### config.mk
export PLATFORM = sky130hd
export DESIGN_NAME = fixed_point_requantizer
export DESIGN_NICKNAME = d
export VERILOG_FILES = /design/src/rtl/fixed_point_requantizer.sv
export SDC_FILE = /design/constraint.sdc
export NUM_CORES = 1
export LEC_CHECK = 0
export BUFFER_PORTS_ARGS = -buffer_cell sky130_fd_sc_hd__buf_2
export CORE_UTILIZATION = 51
export DETAILED_ROUTE_END_ITERATION = 10
export MAX_ROUTING_LAYER = met4
export PLACE_DENSITY = 0.86
export SYNTH_ARGS = -nofsm -noshare
export SYNTH_HDL_FRONTEND = slang
export SYNTH_SLANG_ARGS = --single-unit
### constraint.sdc
create_clock -name clk -period 2 [get_ports clk]
set_input_delay 0.2 -clock clk [delete_from_list [all_inputs] [get_ports clk]]
set_output_delay 0.2 -clock clk [all_outputs]
set_load 0.005 [all_outputs]
### src/rtl/fixed_point_requantizer.sv
// Two-stage streaming requantizer: signed N_IN.Q_IN -> N_OUT.Q_OUT with per-sample rounding and saturation.
// Define FIXED_POINT_REQUANTIZER_STATS_EN to add the saturated-transfer counter sts_overflow_count.
module fixed_point_requantizer #(
    parameter int N_IN  = 8,
    parameter int Q_IN  = 8,
    parameter int N_OUT = 4,
    parameter int Q_OUT = 4
) (
    input  logic                   clk,
    input  logic                   rst_n,
    input  logic                   ing_valid,
    output logic                   ing_ready,
    input  logic [N_IN+Q_IN-1:0]   ing_data,
    input  logic [1:0]             ing_round_mode,
    output logic                   egr_valid,
    input  logic                   egr_ready,
    output logic [N_OUT+Q_OUT-1:0] egr_data,
    output logic                   egr_overflow,
    output logic                   sts_overflow_sticky,
    input  logic                   cmd_clear
`ifdef FIXED_POINT_REQUANTIZER_STATS_EN
    ,
    output logic [31:0]            sts_overflow_count
`endif
);

    localparam int WI   = N_IN + Q_IN;
    localparam int WO   = N_OUT + Q_OUT;
    localparam int D    = Q_IN - Q_OUT;
    localparam int GROW = (N_IN > N_OUT) ? (N_IN - N_OUT) : 0;
    // One spare bit so the rounding increment can never wrap.
    localparam int WM   = WO + GROW + 1;

    logic signed [WM-1:0] rounded;

    generate
        if (D > 0) begin : g_round
            localparam logic [D-1:0] HALF = D'(1) << (D - 1);
            logic signed [WI-D-1:0] shifted;
            logic [D-1:0]           dropped;
            logic                   inc;

            assign shifted = ing_data[WI-1:D];
            assign dropped = ing_data[D-1:0];

            always_comb begin
                inc = 1'b0;
                case (ing_round_mode)
                    2'd1:    inc = ing_data[WI-1] && (dropped != '0);
                    // Ties go up for positives and stay at floor for negatives: away from zero.
                    2'd2:    inc = ing_data[WI-1] ? (dropped > HALF) : (dropped >= HALF);
                    2'd3:    inc = (dropped > HALF) || ((dropped == HALF) && shifted[0]);
                    default: inc = 1'b0;
                endcase
            end

            assign rounded = WM'(shifted) + WM'(inc);
        end else begin : g_shift
            logic unused_mode;
            assign unused_mode = ^ing_round_mode;
            assign rounded     = WM'($signed(ing_data)) <<< (Q_OUT - Q_IN);
        end
    endgenerate

    logic          rdy_en_q, rdy_en_d;
    logic          s1_valid_q, s1_valid_d;
    logic [WM-1:0] s1_mid_q, s1_mid_d;
    logic          s2_valid_q, s2_valid_d;
    logic [WO-1:0] s2_data_q, s2_data_d;
    logic          s2_ovf_q, s2_ovf_d;
    logic          sticky_q, sticky_d;
    logic          s1_advance, s2_advance, ing_fire, egr_fire, in_range;
    logic [WO-1:0] sat_value;

    assign s2_advance = !s2_valid_q || egr_ready;
    assign s1_advance = !s1_valid_q || s2_advance;
    assign ing_ready  = rdy_en_q && s1_advance;
    assign ing_fire   = ing_valid && ing_ready;
    assign egr_fire   = s2_valid_q && egr_ready;

    // Value fits the output when every bit from the output sign upward agrees.
    assign in_range  = (&s1_mid_q[WM-1:WO-1]) || !(|s1_mid_q[WM-1:WO-1]);
    assign sat_value = s1_mid_q[WM-1] ? {1'b1, {(WO-1){1'b0}}} : {1'b0, {(WO-1){1'b1}}};

    always_comb begin
        rdy_en_d   = 1'b1;
        s1_valid_d = s1_valid_q;
        s1_mid_d   = s1_mid_q;
        s2_valid_d = s2_valid_q;
        s2_data_d  = s2_data_q;
        s2_ovf_d   = s2_ovf_q;
        if (s1_advance) begin
            s1_valid_d = ing_fire;
            if (ing_fire) begin
                s1_mid_d = rounded;
            end
        end
        if (s2_advance) begin
            s2_valid_d = s1_valid_q;
            if (s1_valid_q) begin
                s2_data_d = in_range ? s1_mid_q[WO-1:0] : sat_value;
                s2_ovf_d  = !in_range;
            end
        end
        sticky_d = (egr_fire && s2_ovf_q) || (sticky_q && !cmd_clear);
    end

    always_ff @(posedge clk or negedge rst_n) begin
        if (!rst_n) begin
            rdy_en_q   <= 1'b0;
            s1_valid_q <= 1'b0;
            s1_mid_q   <= '0;
            s2_valid_q <= 1'b0;
            s2_data_q  <= '0;
            s2_ovf_q   <= 1'b0;
            sticky_q   <= 1'b0;
        end else begin
            rdy_en_q   <= rdy_en_d;
            s1_valid_q <= s1_valid_d;
            s1_mid_q   <= s1_mid_d;
            s2_valid_q <= s2_valid_d;
            s2_data_q  <= s2_data_d;
            s2_ovf_q   <= s2_ovf_d;
            sticky_q   <= sticky_d;
        end
    end

    assign egr_valid           = s2_valid_q;
    assign egr_data            = s2_data_q;
    assign egr_overflow        = s2_ovf_q;
    assign sts_overflow_sticky = sticky_q;

`ifdef FIXED_POINT_REQUANTIZER_STATS_EN
    logic [31:0] count_q, count_d;

    always_comb begin
        count_d = count_q;
        if (cmd_clear) begin
            count_d = '0;
        end else if (egr_fire && s2_ovf_q && (count_q != 32'hFFFF_FFFF)) begin
            count_d = count_q + 32'd1;
        end
    end

    always_ff @(posedge clk or negedge rst_n) begin
        if (!rst_n) begin
            count_q <= '0;
        end else begin
            count_q <= count_d;
        end
    end

    assign sts_overflow_count = count_q;
`endif

endmodule
==> metrics.csv, run 1 <==
stage,metric,value,unit
timing,minimum clock period,1.574,ns
worst_setup_path,R2R Path Start,s1_mid_q[10],
floorplanning,core area,0.002455,sq mm
clock_tree,clock slew at reported path FFs,0.14,ns
synthesis,syn_nets,154,
grt,initial antenna violation count,0,
route,vias per cell,5.518,
synthesis,cells after synthesis,129,
clock_tree,Bufs on Longest Clock Path,2,
final_layout,"most common cell after layout, fill and taps aside",buf_2,
run,Max Cap Viol,0,
synthesis,Synth Area in Simple Gates,21.73,%
route,Avg WL per Cell,13.49,um
placement,HPWL after detailed placement,1996,um
final_layout,Multi-input gate area,614.3,sq um
route,antenna-violating nets left,0,
final_layout,final-stage net count,189,
synthesis,synth unique cells,33,
synthesis,Post-synth EDFFs,0,
grt,GRT overflow,0,
pwr,sequential group share of total power,54.8,%
synthesis,Mapped Avg Cell Area,10.22,sq um
route,Iter 0 DRT Violations,13,
worst_setup_path,CP startpoint kind,primary input,
worst_setup_path,Critical Path RT,2.22,ns
pwr,Gate power share,24.0,%
route,final WL,2604,um
worst_setup_path,CP max FO,5,
synthesis,dominant synthesized flop cell,dfrtp_1,
pwr,Clk pwr share,21.2,%
min_path,Worst Hold Class,primary input to flip-flop,
timing,slew at the pin with the worst max-slew slack,0.5478,ns
timing,Fin Setup TNS,0,ns
status,status,"finished, final reports clean",
clock_tree,# clock sinks,26,
synthesis,mapped cell area,0.001319,sq mm
grt,total global routing track utilization,21.05,%
final_layout,most frequent cells in the layout,"34 x buf_2, 26 x dfrtp_1, 11 x nor2_1, 11 x a21oi_1, 9 x and2_1",
grt,largest net degree at the start of global routing,27,
worst_setup_path,Worst Setup SP,ing_data[1],
floorplanning,row cnt,18,
final_layout,Final Util,62.79,%
route,DRT Pass-1 Iters,4,
synthesis,Synth Warn #,0,
route,via count,1065,
synthesis,Async SR Flop Fraction,100.0,%
floorplanning,Starting Density,53.72,%
clock_tree,H-tree depth,1,
pwr,switching pwr,0.3525,mW
pwr,switching share of total power,28.38,%
clock_tree,Clock Latency Late Sink,0.32,ns
pwr,internal power,0.8896,mW
placement,port buffer count,34,
synthesis,Synth Area in Compound Gates,13.76,%
synthesis,XOR/XNOR Fraction of Synth Area,7.306,%
synthesis,post-synthesis register bit count,26,
timing,Hold Fails Final Rpt,0,
grt,"Most Used Layer, Global Route",met2,
floorplanning,Die Height,52.85,um
timing,Rel. slew slack,63.48,%
grt,vias in the first global route,977,
timing,period utilization,78.69,%
pwr,static leakage,0.7057,nW
timing,final setup violation count,0,
min_path,min-delay src,cmd_clear,
final_layout,ANT cells,0,
pwr,Power Density,805.7,mW/mm^2
synthesis,post-synthesis mux area share,1.613,%
worst_setup_path,CP arrival,1.79,ns
grt,first-pass GRT wire length,4222,um
timing,RSZ-0062 raised after global routing,no,
clock_tree,root buf cell,clkbuf_4,
pwr,worst IR drop on VDD,0.4395,mV
clock_tree,Post-CTS Setup Bufs,0,
clock_tree,TritonCTS clock tree,yes,
synthesis,Adder-Cell Fraction of Synth Area,1.898,%
worst_setup_path,Crit Path Category,primary input to flip-flop,
route,DRC,0,
final_layout,number of fill cells,209,
floorplanning,Ports,35,
worst_setup_path,element type at the critical path end,flip-flop,
final_layout,"Area growth, synth to finish",16.89,%
grt,met1 GRT Util,27.11,%
timing,Slew Limit Fails,0,
synthesis,largest family of logic cells by synthesized area,simple AND/OR/NAND/NOR gates,
worst_setup_path,flop-to-flop setup slack,0.51,ns
clock_tree,CTS buffer count,3,
grt,met3 usage,1.437,%
final_layout,storage element area,650.6,sq um
floorplanning,Die Area,0.002793,sq mm
placement,gpl congestion,0.8113,
floorplanning,Die W,52.85,um
timing,Final Skew,0.007938,ns
final_layout,layout cell share with drive strength beyond 1,26.99,%
grt,grt met2 use,34.39,%
timing,fmax,635.4,MHz
synthesis,register area share after synthesis,49.34,%
repair_timing:
action	CTS	global route
hold endpoints to repair	26	0
gates resized for setup	0	0
hold buffers	1	0
cells by family (layout without fill, tap and decap cells):
| logic type | Yosys count | in the layout |
|---|---|---|
| and+or+nand+nor | 51 | 51 |
| AOI/OAI and AO/OA | 26 | 26 |
| DFF | 26 | 26 |
| xor gates and xnor gates | 11 | 11 |
| buffers and inverters | 10 | 44 |
| adders and majority gates | 2 | 2 |
| muxes | 2 | 2 |
| other | 1 | 1 |
cells in the mapped netlist (all sizes together), types with 2 or more instances:
cell type  number  share of area, %
a21oi          11               4.2
a311o           7               5.3
and2           10               4.9
and3            3               1.8
and4            2               1.3
buf             3               2.1
clkbuf          3              0.85
dfrtp          26                49
ha              2               1.9
inv             4               1.1
nand2           8               2.3
nand2b          2               1.5
nand3           5               1.9
nand4           5               2.4
nor2           11               3.1
o21ai           5               1.9
xnor2           3               2.0
xor2            8               5.3
per-stage QoR:
step | power (mW) | area [sq um] | cells | setup WS, ns | hold WS, ns
after global routing | 1.318 | 1541 | 193 | 0.2415 | 0.08057
after global placement | 0.9697 | 1495 | 188 | 0.1714 | 0.2075
after detailed placement | 0.9903 | 1495 | 188 | 0.07346 | 0.2244
after floorplan | 0.8601 | 1319 | 129 | 0.3185 | -0.09559
final | 1.242 | 1541 | 193 | 0.4262 | 0.07210
after CTS | 1.249 | 1541 | 193 | 0.4338 | 0.08181
power by group through the flow:
| stage | clock (mW) | sequential (mW) | combinational, mW |
|---|---|---|---|
| after floorplan | 0 | 0.688 | 0.172 |
| after global placement | 0 | 0.685 | 0.285 |
| after detailed placement | 0 | 0.693 | 0.297 |
| after CTS | 0.265 | 0.682 | 0.302 |
| after global routing | 0.289 | 0.693 | 0.336 |
| final | 0.263 | 0.681 | 0.299 |
final timing paths:
kind,endpoint,cells past startpoint
setup reg to reg,egr_data[1],4
hold / removal,sts_overflow_sticky,2
max in group asynchronous,egr_data[2],2
hold reg to reg,egr_data[7],2
min in group asynchronous,s1_mid_q[5],2
setup / recovery,s1_mid_q[8],9
critical path, stage by stage:
cell     delay (ns)
buf_2          0.09
nor3_1         0.22
o21ai_0        0.12
a32o_1         0.29
ha_1           0.23
and4_1         0.27
nand3_1        0.11
xor2_1         0.16
a21oi_1        0.09
cell type report:
type / count / share of cell area [%]
Clock buffer: 4 / 2.354
Sequential cell: 26 / 42.21
Multi-Input combinational cell: 93 / 39.85
Inverter: 4 / 0.9740
Timing Repair Buffer: 36 / 12.18
Tap cell: 30 / 2.435
sequential cells by signal, summed over array words and instances, names as in the netlist:
signal,flops
egr_data,8
egr_overflow,1
s1_valid_q,1
sts_overflow_sticky,1
rdy_en_q,1
egr_valid,1
s1_mid_q,13
metal layers:
layer / routed length [um] / vias to the layer above
li1: - / 527
met1: 1142 / 497
met2: 1322 / 36
met3: 98 / 5
met4: 41 / 0
met5: 0 / -
(Power assumes the default switching activity.)
==> run 2, diff against run 1 <==
ABC_AREA = 1   (was not set)
CORE_UTILIZATION = 47   (was 51)
PLACE_DENSITY = 0.82   (was 0.86)
clock period = 1.4 ns   (was 2 ns; I/O delays follow)
==> metrics.csv, run 2 <==
stage,metric,value,unit
worst_setup_path,CP peak stage delay,0.42,ns
grt,largest net degree at the start of global routing,27,
grt,initial antenna violation count,0,
synthesis,dominant synthesized flop cell,dfrtp_1,
grt,first-pass GRT wire length,4498,um
floorplanning,Ports,35,
synthesis,Async SR Flop Fraction,100.0,%
clock_tree,root buf cell,clkbuf_4,
synthesis,Mapped Avg Cell Area,7.983,sq um
final_layout,most frequent cells in the layout,"67 x nand2_1, 34 x buf_2, 27 x nand3_1",
route,via count,1210,
worst_setup_path,CP max FO,4,
final_layout,Reg with most FFs,s1_mid_q,
status,failing checks,design-rule violations,
route,antenna-violating nets left,0,
synthesis,syn_nets,204,
synthesis,Post-synth EDFFs,0,
worst_setup_path,"Slowest-stage cell, CP",dfrtp_1,
final_layout,"most common cell after layout, fill and taps aside",nand2_1,
timing,Final Skew,0.002185,ns
final_layout,layout cell share with drive strength beyond 1,26.36,%
route,vias per cell,4.821,
synthesis,mapped cell area,0.001429,sq mm
run,Max Cap Viol,0,
grt,"Most Used Layer, Global Route",met2,
worst_setup_path,R2R depth,6,
pwr,worst IR drop on VDD,0.3520,mV
synthesis,"count leader, synth",nand2_1,
timing,Slew Limit Fails,0,
synthesis,synth cell count leaders,"67 x nand2_1, 27 x nand3_1, 26 x dfrtp_1, 16 x inv_1, 6 x nor2_1",
pwr,Power Density,1036,mW/mm^2
floorplanning,Die Area,0.003264,sq mm
timing,final setup violation count,0,
worst_setup_path,R2R Path Start,egr_valid,
route,DRT Pass-1 Iters,7,
placement,HPWL after detailed placement,1995,um
clock_tree,clock slew at reported path FFs,0.13,ns
floorplanning,Starting Density,50.51,%
grt,met3 usage,1.814,%
synthesis,register area share after synthesis,45.53,%
worst_setup_path,family with the most delay on the worst path,flip-flops,
placement,gpl congestion,0.8077,
synthesis,post-synthesis register bit count,26,
floorplanning,Die W,57.14,um
worst_setup_path,Worst Setup SP,egr_valid,
clock_tree,cts repair resizes,0,
worst_setup_path,flop-to-flop setup slack,0.20,ns
floorplanning,Die Height,57.14,um
synthesis,leading area contributor after synthesis,dfrtp_1,
worst_setup_path,crit-path cells,nand3_2 > nand2_2 > inv_1 > buf_2,
route,Iter 0 DRT Violations,52,
final_layout,final-stage net count,247,
timing,period utilization,86.83,%
worst_setup_path,Worst Setup EP,ing_ready,
worst_setup_path,CP arrival,1.08,ns
clock_tree,H-tree depth,1,
pwr,static leakage,0.9081,nW
synthesis,area share of the leading cell type in the synthesized netlist,45.53,%
worst_setup_path,CP startpoint kind,flip-flop,
synthesis,top post-synthesis cells by area,"dfrtp_1 46%, nand2_1 18%, nand3_1 9.5%",
clock_tree,CTS buffer count,3,
worst_setup_path,Critical Path RT,1.26,ns
status,status,"complete, but fails checks",
worst_setup_path,critical path depth,4,
clock_tree,# clock sinks,26,
timing,Fin Setup TNS,0,ns
worst_setup_path,Worst Path Buf+Inv,2,
worst_setup_path,Worst R2R End,s1_mid_q[1],
route,final WL,2500,um
route,DRC,8,
timing,Min Hold Slack,0.07898,ns
placement,port buffer count,34,
synthesis,Synth Warn #,0,
timing,slew at the pin with the worst max-slew slack,0.5563,ns
final_layout,"Area growth, synth to finish",17.86,%
clock_tree,Clock Latency Late Sink,0.30,ns
worst_setup_path,Crit Path Category,flip-flop to primary output,
timing,RSZ-0062 raised after global routing,no,
grt,total global routing track utilization,18.20,%
timing,Rel. slew slack,62.91,%
timing,minimum clock period,1.216,ns
min_path,Worst Hold Class,primary input to flip-flop,
grt,met1 GRT Util,22.55,%
synthesis,synth unique cells,27,
grt,grt met2 use,29.92,%
timing,Hold Fails Final Rpt,0,
final_layout,max FFs per register,13,
clock_tree,Bufs on Longest Clock Path,2,
worst_setup_path,element type at the critical path end,primary output,
floorplanning,row cnt,19,
grt,GRT overflow,0,
route,Avg WL per Cell,9.960,um
final_layout,ANT cells,0,
clock_tree,TritonCTS clock tree,yes,
grt,vias in the first global route,1137,
timing,fmax,822.6,MHz
floorplanning,core area,0.002829,sq mm
synthesis,cells after synthesis,179,
run 2: changes by cell type after synthesis, moves of 4 or more:
cell     before  now
nor2_1       11    6
inv_1         4   16
xor2_1        8    2
a21oi_1      11    1
nand3_1       5   27
nand2_1       8   67
a311o_1       7    0
nand4_1       5    1
and2_1        9    0
run 2: stage by stage:
step	instance area (sq um)	setup WS [ns]	util, %	cells	power, mW
finish	1684	0.1844	59.53	251	1.745
floorplan	1429	0.04484	-	179	1.271
global placement	1642	-0.1196	58.03	246	1.447
detailed placement	1642	-0.1633	58.03	246	1.467
global route	1684	0.03517	59.53	251	1.879
CTS	1684	0.1713	59.53	251	1.764
run 2: layer usage:
metal	vias to the layer above	share of wire (%)	wire, um
met5	-	0	0
met4	0	1.1	27
met3	2	4.0	101
met2	39	46	1145
met1	521	49	1225
li1	648	-	-
run 2: worst min path at each step:
stage / start / endpoint / depth (start not counted)
2_1_floorplan: rst_n / egr_data[0] / 0
3_3_place_gp: rst_n / sts_overflow_sticky / 1
3_5_place_dp: rst_n / egr_valid / 1
4_1_cts: egr_ready / sts_overflow_sticky / 3
5_1_grt: egr_ready / sts_overflow_sticky / 3
6_report: egr_ready / sts_overflow_sticky / 3
run 2: cells by family after synthesis:
group / share of synthesized area, %
compound gates: 3.590
xor+xnor: 2.452
fa+ha+maj: 1.751
buf+inv: 7.268
flops: 45.53
other cells: 0.2624
simple gates: 39.14
run 2: repair_timing:
| action | CTS | global route |
|---|---|---|
| hold endpoints to repair | 27 | 0 |
| hold buffers | 2 | 0 |
| buffers inserted | 0 | 0 |
run 2: where the power goes:
part,internal (mW),switching (mW),total (mW)
Clock,0.100,0.195,0.296
Combinational,0.212,0.252,0.464
Sequential,0.898,0.0872,0.986
Total,1.21,0.534,1.74
run 2: final cells by class:
type                            instances  area (sq um)
Fill cell                             285          1145
Multi-Input combinational cell        132         674.4
Sequential cell                        26         650.6
Timing Repair Buffer                   41         227.7
Inverter                               18         70.07
Tap cell                               31         38.79
Clock buffer                            3         22.52
run 2: worst min-delay path: cells and delay by family:
| family | cells | cell delay, ns |
|---|---|---|
| AOI/OAI and AO/OA | 1 | 0.07 |
| and+or+nand+nor | 1 | 0.05 |
| buffers and inverters | 1 | 0.09 |
